[src/rtl/alarm_controller.sv]
// Car-alarm controller: arms, triggers and sounds the siren from ignition and
// door sensors, timing every delay in pulses of the shared 1 Hz enable.
module alarm_controller #(
   parameter int unsigned T_ARM_DELAY       = 6,
   parameter int unsigned T_DRIVER_DELAY    = 8,
   parameter int unsigned T_PASSENGER_DELAY = 15,
   parameter int unsigned T_ALARM_ON        = 10,
   parameter int unsigned CNT_W             = 4
) (
   input  logic       clock,
   input  logic       reset,
   input  logic       one_hz_enable,
   input  logic       ignition,
   input  logic       driver_door,
   input  logic       passenger_door,
   output logic       enable_siren,
   output logic       half_hz_enable,
   output logic       status,
   output logic [2:0] state
);

   typedef enum logic [2:0] {
      ST_ARMED      = 3'd0,
      ST_TRIGGERED  = 3'd1,
      ST_ALARM      = 3'd2,
      ST_DISARMED   = 3'd3,
      ST_WAIT_DOOR  = 3'd4,
      ST_WAIT_CLOSE = 3'd5,
      ST_ARM_DELAY  = 3'd6
   } state_e;

   localparam logic [CNT_W-1:0] LD_ARM   = CNT_W'(T_ARM_DELAY);
   localparam logic [CNT_W-1:0] LD_DRV   = CNT_W'(T_DRIVER_DELAY);
   localparam logic [CNT_W-1:0] LD_PAS   = CNT_W'(T_PASSENGER_DELAY);
   localparam logic [CNT_W-1:0] LD_ALARM = CNT_W'(T_ALARM_ON);
   localparam logic [CNT_W-1:0] ONE      = CNT_W'(1);

   state_e           state_q, state_d;
   logic [CNT_W-1:0] timer_q, timer_d;
   logic             half_q;
   logic             any_door;
   logic             expire;

   assign any_door = driver_door | passenger_door;
   assign expire   = one_hz_enable && (timer_q == ONE);

   always_ff @(posedge clock or posedge reset) begin
      if (reset) begin
         state_q <= ST_ARMED;
         timer_q <= '0;
         half_q  <= 1'b0;
      end else begin
         state_q <= state_d;
         timer_q <= timer_d;
         if (one_hz_enable) half_q <= ~half_q;
      end
   end

   // Next state and timer; a load on a transition edge swallows any coincident pulse.
   always_comb begin
      state_d = state_q;
      timer_d = timer_q;
      if (ignition) begin
         state_d = ST_DISARMED;
      end else begin
         case (state_q)
            ST_ARMED: begin
               if (driver_door) begin
                  state_d = ST_TRIGGERED;
                  timer_d = LD_DRV;
               end else if (passenger_door) begin
                  state_d = ST_TRIGGERED;
                  timer_d = LD_PAS;
               end
            end
            ST_TRIGGERED: begin
               if (expire) begin
                  state_d = ST_ALARM;
                  timer_d = LD_ALARM;
               end else if (one_hz_enable) begin
                  timer_d = timer_q - ONE;
               end
            end
            ST_ALARM: begin
               if (any_door) begin
                  timer_d = LD_ALARM;
               end else if (expire) begin
                  state_d = ST_ARMED;
               end else if (one_hz_enable) begin
                  timer_d = timer_q - ONE;
               end
            end
            ST_DISARMED:  state_d = ST_WAIT_DOOR;
            ST_WAIT_DOOR: if (driver_door) state_d = ST_WAIT_CLOSE;
            ST_WAIT_CLOSE: begin
               if (!any_door) begin
                  state_d = ST_ARM_DELAY;
                  timer_d = LD_ARM;
               end
            end
            ST_ARM_DELAY: begin
               if (any_door) begin
                  state_d = ST_WAIT_CLOSE;
               end else if (expire) begin
                  state_d = ST_ARMED;
               end else if (one_hz_enable) begin
                  timer_d = timer_q - ONE;
               end
            end
            default: state_d = ST_ARMED;
         endcase
      end
   end

   // Moore decode from registered state only.
   assign enable_siren   = (state_q == ST_ALARM);
   assign half_hz_enable = half_q;
   assign status         = (state_q == ST_ARMED) ? half_q :
                           ((state_q == ST_TRIGGERED) || (state_q == ST_ALARM));
   assign state          = state_q;

endmodule

[config.mk]
export PLATFORM = sky130hd
export DESIGN_NAME = alarm_controller
export DESIGN_NICKNAME = d
export VERILOG_FILES = /design/src/rtl/alarm_controller.sv
export SDC_FILE = /design/constraint.sdc
export NUM_CORES = 1
export LEC_CHECK = 0
export CORE_MARGIN = 1
export CORE_UTILIZATION = 47
export CTS_BUF_LIST = sky130_fd_sc_hd__clkbuf_4
export CTS_CLUSTER_DIAMETER = 60
export DETAILED_ROUTE_END_ITERATION = 8
export GPL_ROUTABILITY_DRIVEN = 1
export GPL_TIMING_DRIVEN = 0
export PLACE_DENSITY = 0.72
export SLEW_MARGIN = 0
export SYNTH_ARGS = -nofsm -noshare
export SYNTH_HDL_FRONTEND = slang
export SYNTH_SLANG_ARGS = --single-unit
[constraint.sdc]
create_clock -name clock -period 3.96 [get_ports clock]
set_input_delay 0.396 -clock clock [delete_from_list [all_inputs] [get_ports clock]]
set_output_delay 0.396 -clock clock [all_outputs]
set_load 0.01 [all_outputs]
After elaboration in Yosys (flattened, before gate mapping) --
Index checks and enable logic that the tools add are counted.
Operators by class: reduce and logical (&&, ||, !) cells 6, add/subtract/negate cells 1, equality and inequality tests 15, multiplexer cells 20, bitwise gates (word level) 3
Operators with widths (number):
- 4-bit two-way mux | 8
- 3-bit two-way mux | 9
- 3-bit case mux with 7 select lines | 1
- 4-bit case mux with 5 select lines | 1
- 3-bit inequality test (second input constant) | 5
- 5-bit AND reduction | 2
- 3-bit == test (second input constant) | 3
- 3-bit by 2-bit == test with 1-bit output (second input constant) | 2
- 5-bit nonzero test | 1
- 4-bit by 1-bit == test with 1-bit output (second input constant) | 1
- 2-bit inequality test (second input constant) | 2
- 4-bit inequality test (second input constant) | 1
- 4-bit by 1-bit subtractor with 4-bit output (second input constant) | 1
- 3-bit by 1-bit == test with 1-bit output (second input constant) | 1
- 3-bit logical NOT | 1
- 1-bit inverter | 2
- 1-bit logical AND | 1
- 1-bit logical OR | 1
- 1-bit two-way mux | 1
- 1-bit OR | 1
Storage, ports and cells: bits in registers 8, output and inout port bits 6

Longest topological paths before layout --
Gate-level depths: netlist of the first run.
depth in word-level cells 6, depth in mapped cells 6, depth with buffers taken out 6

Worst setup path before layout of the first run --
OpenSTA, ideal clock, no wires.
kind reg-to-reg, start reg timer_q[1], end reg timer_q[1], data arrival time 1.809 ns, stages on the path, launching flop included 7, path slack 2.025 ns, period minus slack after synthesis 1.935 ns, data required time 3.834 ns, path buffers 0, cells stage by stage dfrtp_1 > inv_1 > ha_1 > or3b_4 > and2_4 > o311a_1 > o32a_1
On the way: cells in the longest elaborated chain, start to end 5, elaborated cells between the ends (all ways) 9, classes of those cells add/sub (1); eq/ne (1); mux (6); reduce/logical (1)
RTL lines:
- start, declared | line 39 | logic [CNT_W-1:0] timer_q, timer_d;
- start signal, assigned | line 54 | timer_q <= timer_d;
- 4-bit by 1-bit subtractor with 4-bit output / 4-bit by 1-bit == test with 1-bit output (equally long branches)
- 4-bit two-way mux / 1-bit logical AND (equally long branches)
- 4-bit two-way mux | line 87 | end else if (expire) begin
- 4-bit two-way mux, on equally long branches | line 102, 85
- 4-bit case mux with 5 select lines (*) | line 66 | case (state_q)
Every way passes the cells marked *; elsewhere a longest branch is shown, timed or not. The select of a mux whose other input is x is not followed. A chain may end at the register's enable or synchronous reset.

Worst setup path in the final report of the first run --
start reg state_q[2] (netlist: state[2]), end out status
On the way: cells in the longest elaborated chain, start to end 3, elaborated cells between the ends (all ways) 5, classes of those cells eq/ne (2); mux (1); reduce/logical (2)
RTL lines:
- start, declared | line 38 | state_e state_q, state_d;
- start signal, assigned | line 53 | state_q <= state_d;
- 3-bit by 1-bit == test with 1-bit output / 3-bit by 2-bit == test with 1-bit output (equally long branches) | line 119 | ((state_q == ST_TRIGGERED) || (state_q == ST_ALARM));
- 1-bit logical OR | line 119
- 1-bit two-way mux (*) | line 118 | assign status = (state_q == ST_ARMED) ? half_q :
- end, declared | line 18 | output logic status,
Every way passes the cells marked *; elsewhere a longest branch is shown, timed or not.

==> results.toml, run 1 <==
[finish]
layout.nets = 109
antenna_cells = 0
fin_util_pct = 63.23
finalNonFillerCells = 114
syn_to_final_growth_pct = 21.88
drive_gt1_share_pct = 9.091

[sta]
worst_pin_slew_ns = 0.5239
hold_slack_ns = 0.3836
fin_crit_sh_pct = 56.59
setup_tns_ns = 0
timing.final.ws_setup_ns = 1.719
min_period_ns = 2.241
final.setup_skew_ns = 0.003285
slew_viol_final = 0
setup_viol = 0
max_slew_margin_pct = 64.63
final-hold-violation-count = 0
fmax_mhz = 446.2
rsz0062_at_grt = "false"

[cts]
insertion_delay_ns = 0.24
cts.sinks = 8
cts_resized = 0
cts_root_buffer = "clkbuf_4"
cts_hold_buf = 0
post-cts-setup-buffers = 0
cts_tree = "done"
htreeDepth = 1
cts_max_path_buffers = 2
path_clk_slew_ns = 0.05
cts_buffers = 3

[global_route]
use_met2_pct = 37.70
track_usage_pct = 25.58
grtUsageMet3_pct = 1.111
grt_pass1_wl_um = 2766
top_usage_layer = "met1"
use_met1_pct = 39.04
grt_pass1_vias = 596
grt-ovfl-total = 0
grt_max_degree = 11
antenna_found_initial = 0

[worst_setup_path]
cp_max_fo = 10
r2r_slack_ns = 1.91
endpoint_kind = "output pin"
cp_slowest_cell = "clkdlybuf4s50_1"
cp_top_family = "buffers and inverters"
path_class = "reg -> out"
start_kind = "flop"
crit_required_ns = 3.56
arrival_ns = 1.84
slowest_delay_ns = 0.53
worst-path-buf-inv = 2
crit_chain = "clkbuf_1 -> a21oi_1 -> o31a_1 -> clkdlybuf4s50_1"

[synth]
yosysSeqAreaShare_pct = 28.93
ys_top_cells_by_area = "dfrtp_1 (29%), nand2_1 (5.4%), a21oi_1 (5.1%), ha_1 (3.6%), clkbuf_1 (2.7%)"
ys.flop_type = "dfrtp_1"
synth-simple-area-share_pct = 27.85
async_flop_share_pct = 100.0
syn_nets = 93
netlist.area_leader.share_pct = 28.93
synth_edf_count = 0
syn_avg_cell_area_um2 = 8.140
yosysTopAreaCell = "dfrtp_1"
synth_compound_area_share_pct = 32.91
yosys_warnings = 0
netlist_area_um2 = 691.9
synth.top_cells.by_count = "nand2_1 (10), dfrtp_1 (8), a21oi_1 (7)"
synthAdderAreaFrac_pct = 3.617
ys_types = 39
ys_ff_latch = 8
synth_xor_area_share_pct = 1.266
yosysMostFrequentCell = "nand2_1"
synth_mux_area_share_pct = 0
synth_top_family_by_area = "compound AO/OA/AOI/OAI gates"
syn_inst = 85

[placed_design]
io_buffers = 11
gp_congestion = 0.7890
dp_hpwl_um = 1312
post-place-ws_ns = 1.648
dpl.cell_count = 111

[floorplan]
coreArea_um2 = 1334
io-pin-count = 12
fp-row-count = 13
dieArea_um2 = 1630
die-width_um = 40.37
initial_core_util_pct = 51.88
die_h_um = 40.37

[power]
power.leakage_uw = 0.0003263
power.density_nw_per_um2 = 470.6
peakVddDrop_mv = 0.2721

[detailed_routing]
vias = 695
wl_per_cell_um = 14.41
ant_nets = 0
dr.pass1.iters = 4
routed_wl_um = 1643
viasPerCell = 6.096
drt_iter0_markers = 18
drc = 0

[status]
status = "finished, final reports clean"

[flow_run]
cap_violations = 0

[worst_hold_path]
hold_path_class = "in -> async"
==> per-layer routing <==
metal / vias up / share of wire [%]
met5: - / 0
met4: 0 / 2.1
met3: 4 / 2.7
met2: 16 / 47
met1: 322 / 48
li1: 353 / -
==> per-stage QoR <==
stage                     area (µm²)  total power [µW]
final                          843.3             396.9
after global routing           843.3             435.6
after CTS                      843.3             401.0
after detailed placement       820.8             340.4
after global placement         820.8             337.4
after floorplan                691.9             270.7
==> power breakdown <==
group	switching, µW	total [µW]	internal, µW
clock	22.4	56.7	34.3
sequential	36.6	147	110
combinational	94.9	193	98.4
==> area by class of cell <==
class	instances	area, µm²
Buffer	5	18.77
Clock buffer	3	22.52
Fill cell	121	490.5
Inverter	5	18.77
Multi-Input combinational cell	67	454.2
Sequential cell	8	200.2
Tap cell	15	18.77
Timing Repair Buffer	11	110.1
==> layout by cell type, fill, tap and decap left out, types with 2 or more instances in the layout <==
cell	n
clkbuf_1	5
clkbuf_4	3
nand2b_1	3
inv_1	5
a221oi_1	2
ha_1	2
nor2_1	5
nor2b_1	2
o311ai_0	2
dfrtp_1	8
o21ai_0	3
o31ai_1	2
a22oi_1	2
clkdlybuf4s50_1	11
a21oi_1	7
a31oi_1	2
and2_1	2
nand2_1	10
==> sequential cells by signal, summed over array words and instances, names as in the netlist <==
signal	cells
half_hz_enable	1
timer_q	4
state	3
==> worst register-to-register path, delay by kind of cell, from the launching register on <==
| kind | cells | cell delay (ns) |
|---|---|---|
| flip-flops | 1 | 0.42 |
| buffers and inverters | 1 | 0.10 |
| AO/OA/AOI/OAI | 2 | 0.67 |
| adder cells (fa/ha/maj) | 1 | 0.18 |
| AND/OR/NAND/NOR | 2 | 0.57 |
==> path summary, 6_finish.rpt <==
check	start	to	cells past startpoint
worst max-delay path	state[2]	status	4
worst min-delay path	reset	state[2]	2
worst max register to register	timer_q[1]	timer_q[1]	6
worst min register to register	half_hz_enable	half_hz_enable	1
max in group asynchronous	reset	timer_q[1]	2
min in group clock	half_hz_enable	half_hz_enable	1
==> cells by family (layout without fill, tap and decap cells) <==
logic type	after synthesis	in the layout
simple gates	33	33
fa+ha+maj	2	2
flops	8	8
xor+xnor	1	1
buf+inv	10	24
compound gates	31	31
Note: power is estimated with default switching activity, not from simulation.
==> inputs of run 2 (changes only) <==
--- a/config.mk
+++ b/config.mk
@@ -12,7 +12,7 @@
 export DETAILED_ROUTE_END_ITERATION = 8
 export GPL_ROUTABILITY_DRIVEN = 1
 export GPL_TIMING_DRIVEN = 0
-export PLACE_DENSITY = 0.72
+export PLACE_DENSITY = 0.75
 export SLEW_MARGIN = 0
 export SYNTH_ARGS = -nofsm -noshare
 export SYNTH_HDL_FRONTEND = slang
==> constraint.sdc (replaced) <==
create_clock -name clock -period 1.9 [get_ports clock]
set_input_delay 0.19 -clock clock [delete_from_list [all_inputs] [get_ports clock]]
set_output_delay 0.19 -clock clock [all_outputs]
set_load 0.01 [all_outputs]
==> run 2 against run 1 <==
Compared with the run above: the run now ends with negative setup slack left; sequential power is 130% higher; non-clock buffer count is 2 higher; count of clock-buffer cells in the layout stayed put; critical endpoint is now timer_q[1].
==> results.toml, run 2 (synthesized netlist as in run 1, its figures left out) <==
[global_route]
grt_pass1_wl_um = 2559
track_usage_pct = 23.58
grt_pass1_vias = 572
use_met1_pct = 36.68
grtUsageMet3_pct = 0.5556
use_met2_pct = 34.92
top_usage_layer = "met1"
grt-ovfl-total = 0
antenna_found_initial = 0
grt_max_degree = 19

[detailed_routing]
ant_nets = 0
viasPerCell = 6.259
drt_iter0_markers = 28
drc = 0
routed_wl_um = 1760
vias = 726
dr.pass1.iters = 4
wl_per_cell_um = 15.17

[worst_setup_path]
worst-path-buf-inv = 1
start_kind = "flop"
cp_max_fo = 3
cp_top_family = "compound AO/OA/AOI/OAI gates"
path_class = "reg -> reg"
arrival_ns = 2.04
crit_required_ns = 2.02
slowest_delay_ns = 0.39
crit_chain = "inv_2 -> ha_4 -> or3b_4 -> and2_4 -> o311a_1 -> o32a_1"
endpoint_kind = "flop"
cp_slowest_cell = "or3b_4"

[power]
switching_share_pct = 39.16
pwr-share-seq_pct = 36.9
power.density_nw_per_um2 = 1027
peakVddDrop_mv = 0.6233
p_comb_share_pct = 50.2
fin_total_pwr_uw = 921.1
clockPowerShare_pct = 13.0
p_switching_uw = 360.7
power.leakage_uw = 0.0003424
intPower_uw = 560.5

[cts]
path_clk_slew_ns = 0.05
cts.sinks = 8
cts_root_buffer = "clkbuf_4"
cts_buffers = 3
htreeDepth = 1
cts_max_path_buffers = 2
cts_tree = "done"
insertion_delay_ns = 0.24
cts_hold_buf = 0

[finish]
antenna_cells = 0
largest_register_ffs = 4
drive_gt1_share_pct = 21.78
layout.nets = 111
final_common_cell = "clkdlybuf4s50_1"
fin_util_pct = 67.26
final_cell_mix = "clkdlybuf4s50_1 (11), nand2_1 (10), a21oi_1 (6)"
syn_to_final_growth_pct = 29.66
stdcell_area_um2 = 897.1
finalNonFillerCells = 116
top_register = "timer_q"

[floorplan]
die-width_um = 40.37
fp-row-count = 13
initial_core_util_pct = 51.88
dieArea_um2 = 1630
die_h_um = 40.37
io-pin-count = 12
coreArea_um2 = 1334

[sta]
max_slew_margin_pct = 65.88
setup_tns_ns = -0.01391
slew_viol_final = 0
rsz0062_at_grt = "true"
fin_crit_sh_pct = 100.7
final-hold-violation-count = 0
min_period_ns = 1.914
setup_viol = 1
fmax_mhz = 522.5
final.setup_skew_ns = 0.001530
worst_pin_slew_ns = 0.5039
timing.final.ws_setup_ns = -0.01391

[status]
status = "complete, but fails checks"
failed_checks = "negative setup slack"

[placed_design]
io_buffers = 11
dp_hpwl_um = 1301
post_dp_cell_area_um2 = 823.3
dpl.cell_count = 111
gp_congestion = 0.8192

[worst_hold_path]
hold_path_class = "in -> async"

[flow_run]
cap_violations = 0
-- run 2: changes by cell type in the layout (fill, tap and decap cells not counted), moves of 3 or more --
cell / change
buf_4: +5
clkbuf_1: -3
dfrtp_2: +4
dfrtp_1: -4
-- run 2: area by class of cell --
| cell class | count | area [µm²] |
|---|---|---|
| clock buffer | 3 | 22.52 |
| buffer | 2 | 7.507 |
| multi-input combinational | 67 | 476.7 |
| tap | 15 | 18.77 |
| sequential | 8 | 205.2 |
| fill | 114 | 436.7 |
| timing repair buffer | 16 | 147.6 |
| inverter | 5 | 18.77 |
-- run 2: final timing paths --
kind                                start             end  depth (start not counted)  slack (ns)
max                            timer_q[1]      timer_q[1]                          6       -0.01
min                                 reset  half_hz_enable                          2        0.17
min reg2reg                half_hz_enable  half_hz_enable                          1        0.52
max reg2reg                    timer_q[1]      timer_q[1]                          6       -0.01
min in group clock         half_hz_enable  half_hz_enable                          1        0.52
max in group asynchronous           reset      timer_q[0]                          2        1.50
-- run 2: repair_timing --
item                       4_1_cts  5_1_grt
setup endpoints to repair        3        4
gates resized for setup          2        6
setup buffers                    2        3
pin swaps                        0        2
-- run 2: power by group through the flow --
stage               registers [µW]  clock network [µW]  logic, µW
finish                         340                 119        462
global route                   354                 129        506
CTS                            324                 127        412
detailed placement             310                   0        408
global placement               308                   0        397
floorplan                      300                   0        266
-- run 2: metrics by stage --
step                      worst slack (ns)  hold WS, ns
after floorplan                    0.01687     0.005658
after global placement             -0.1073       0.4343
after detailed placement           -0.1420       0.4387
after CTS                        0.0005380       0.1707
after global routing              -0.06816       0.2204
final                             -0.01391       0.1728
-- run 2: worst reg2reg max path: stages, from the launching register on --
cell and delay [ns]:
dfrtp_1 0.38, inv_2 0.08, ha_4 0.13, or3b_4 0.39
and2_4 0.18, o311a_1 0.28, o32a_1 0.35
-- run 2: metal layers --
metal | up-vias | routed length (µm)
li1 | 356 | -
met1 | 331 | 785
met2 | 33 | 839
met3 | 6 | 104
met4 | 0 | 31
met5 | - | 0
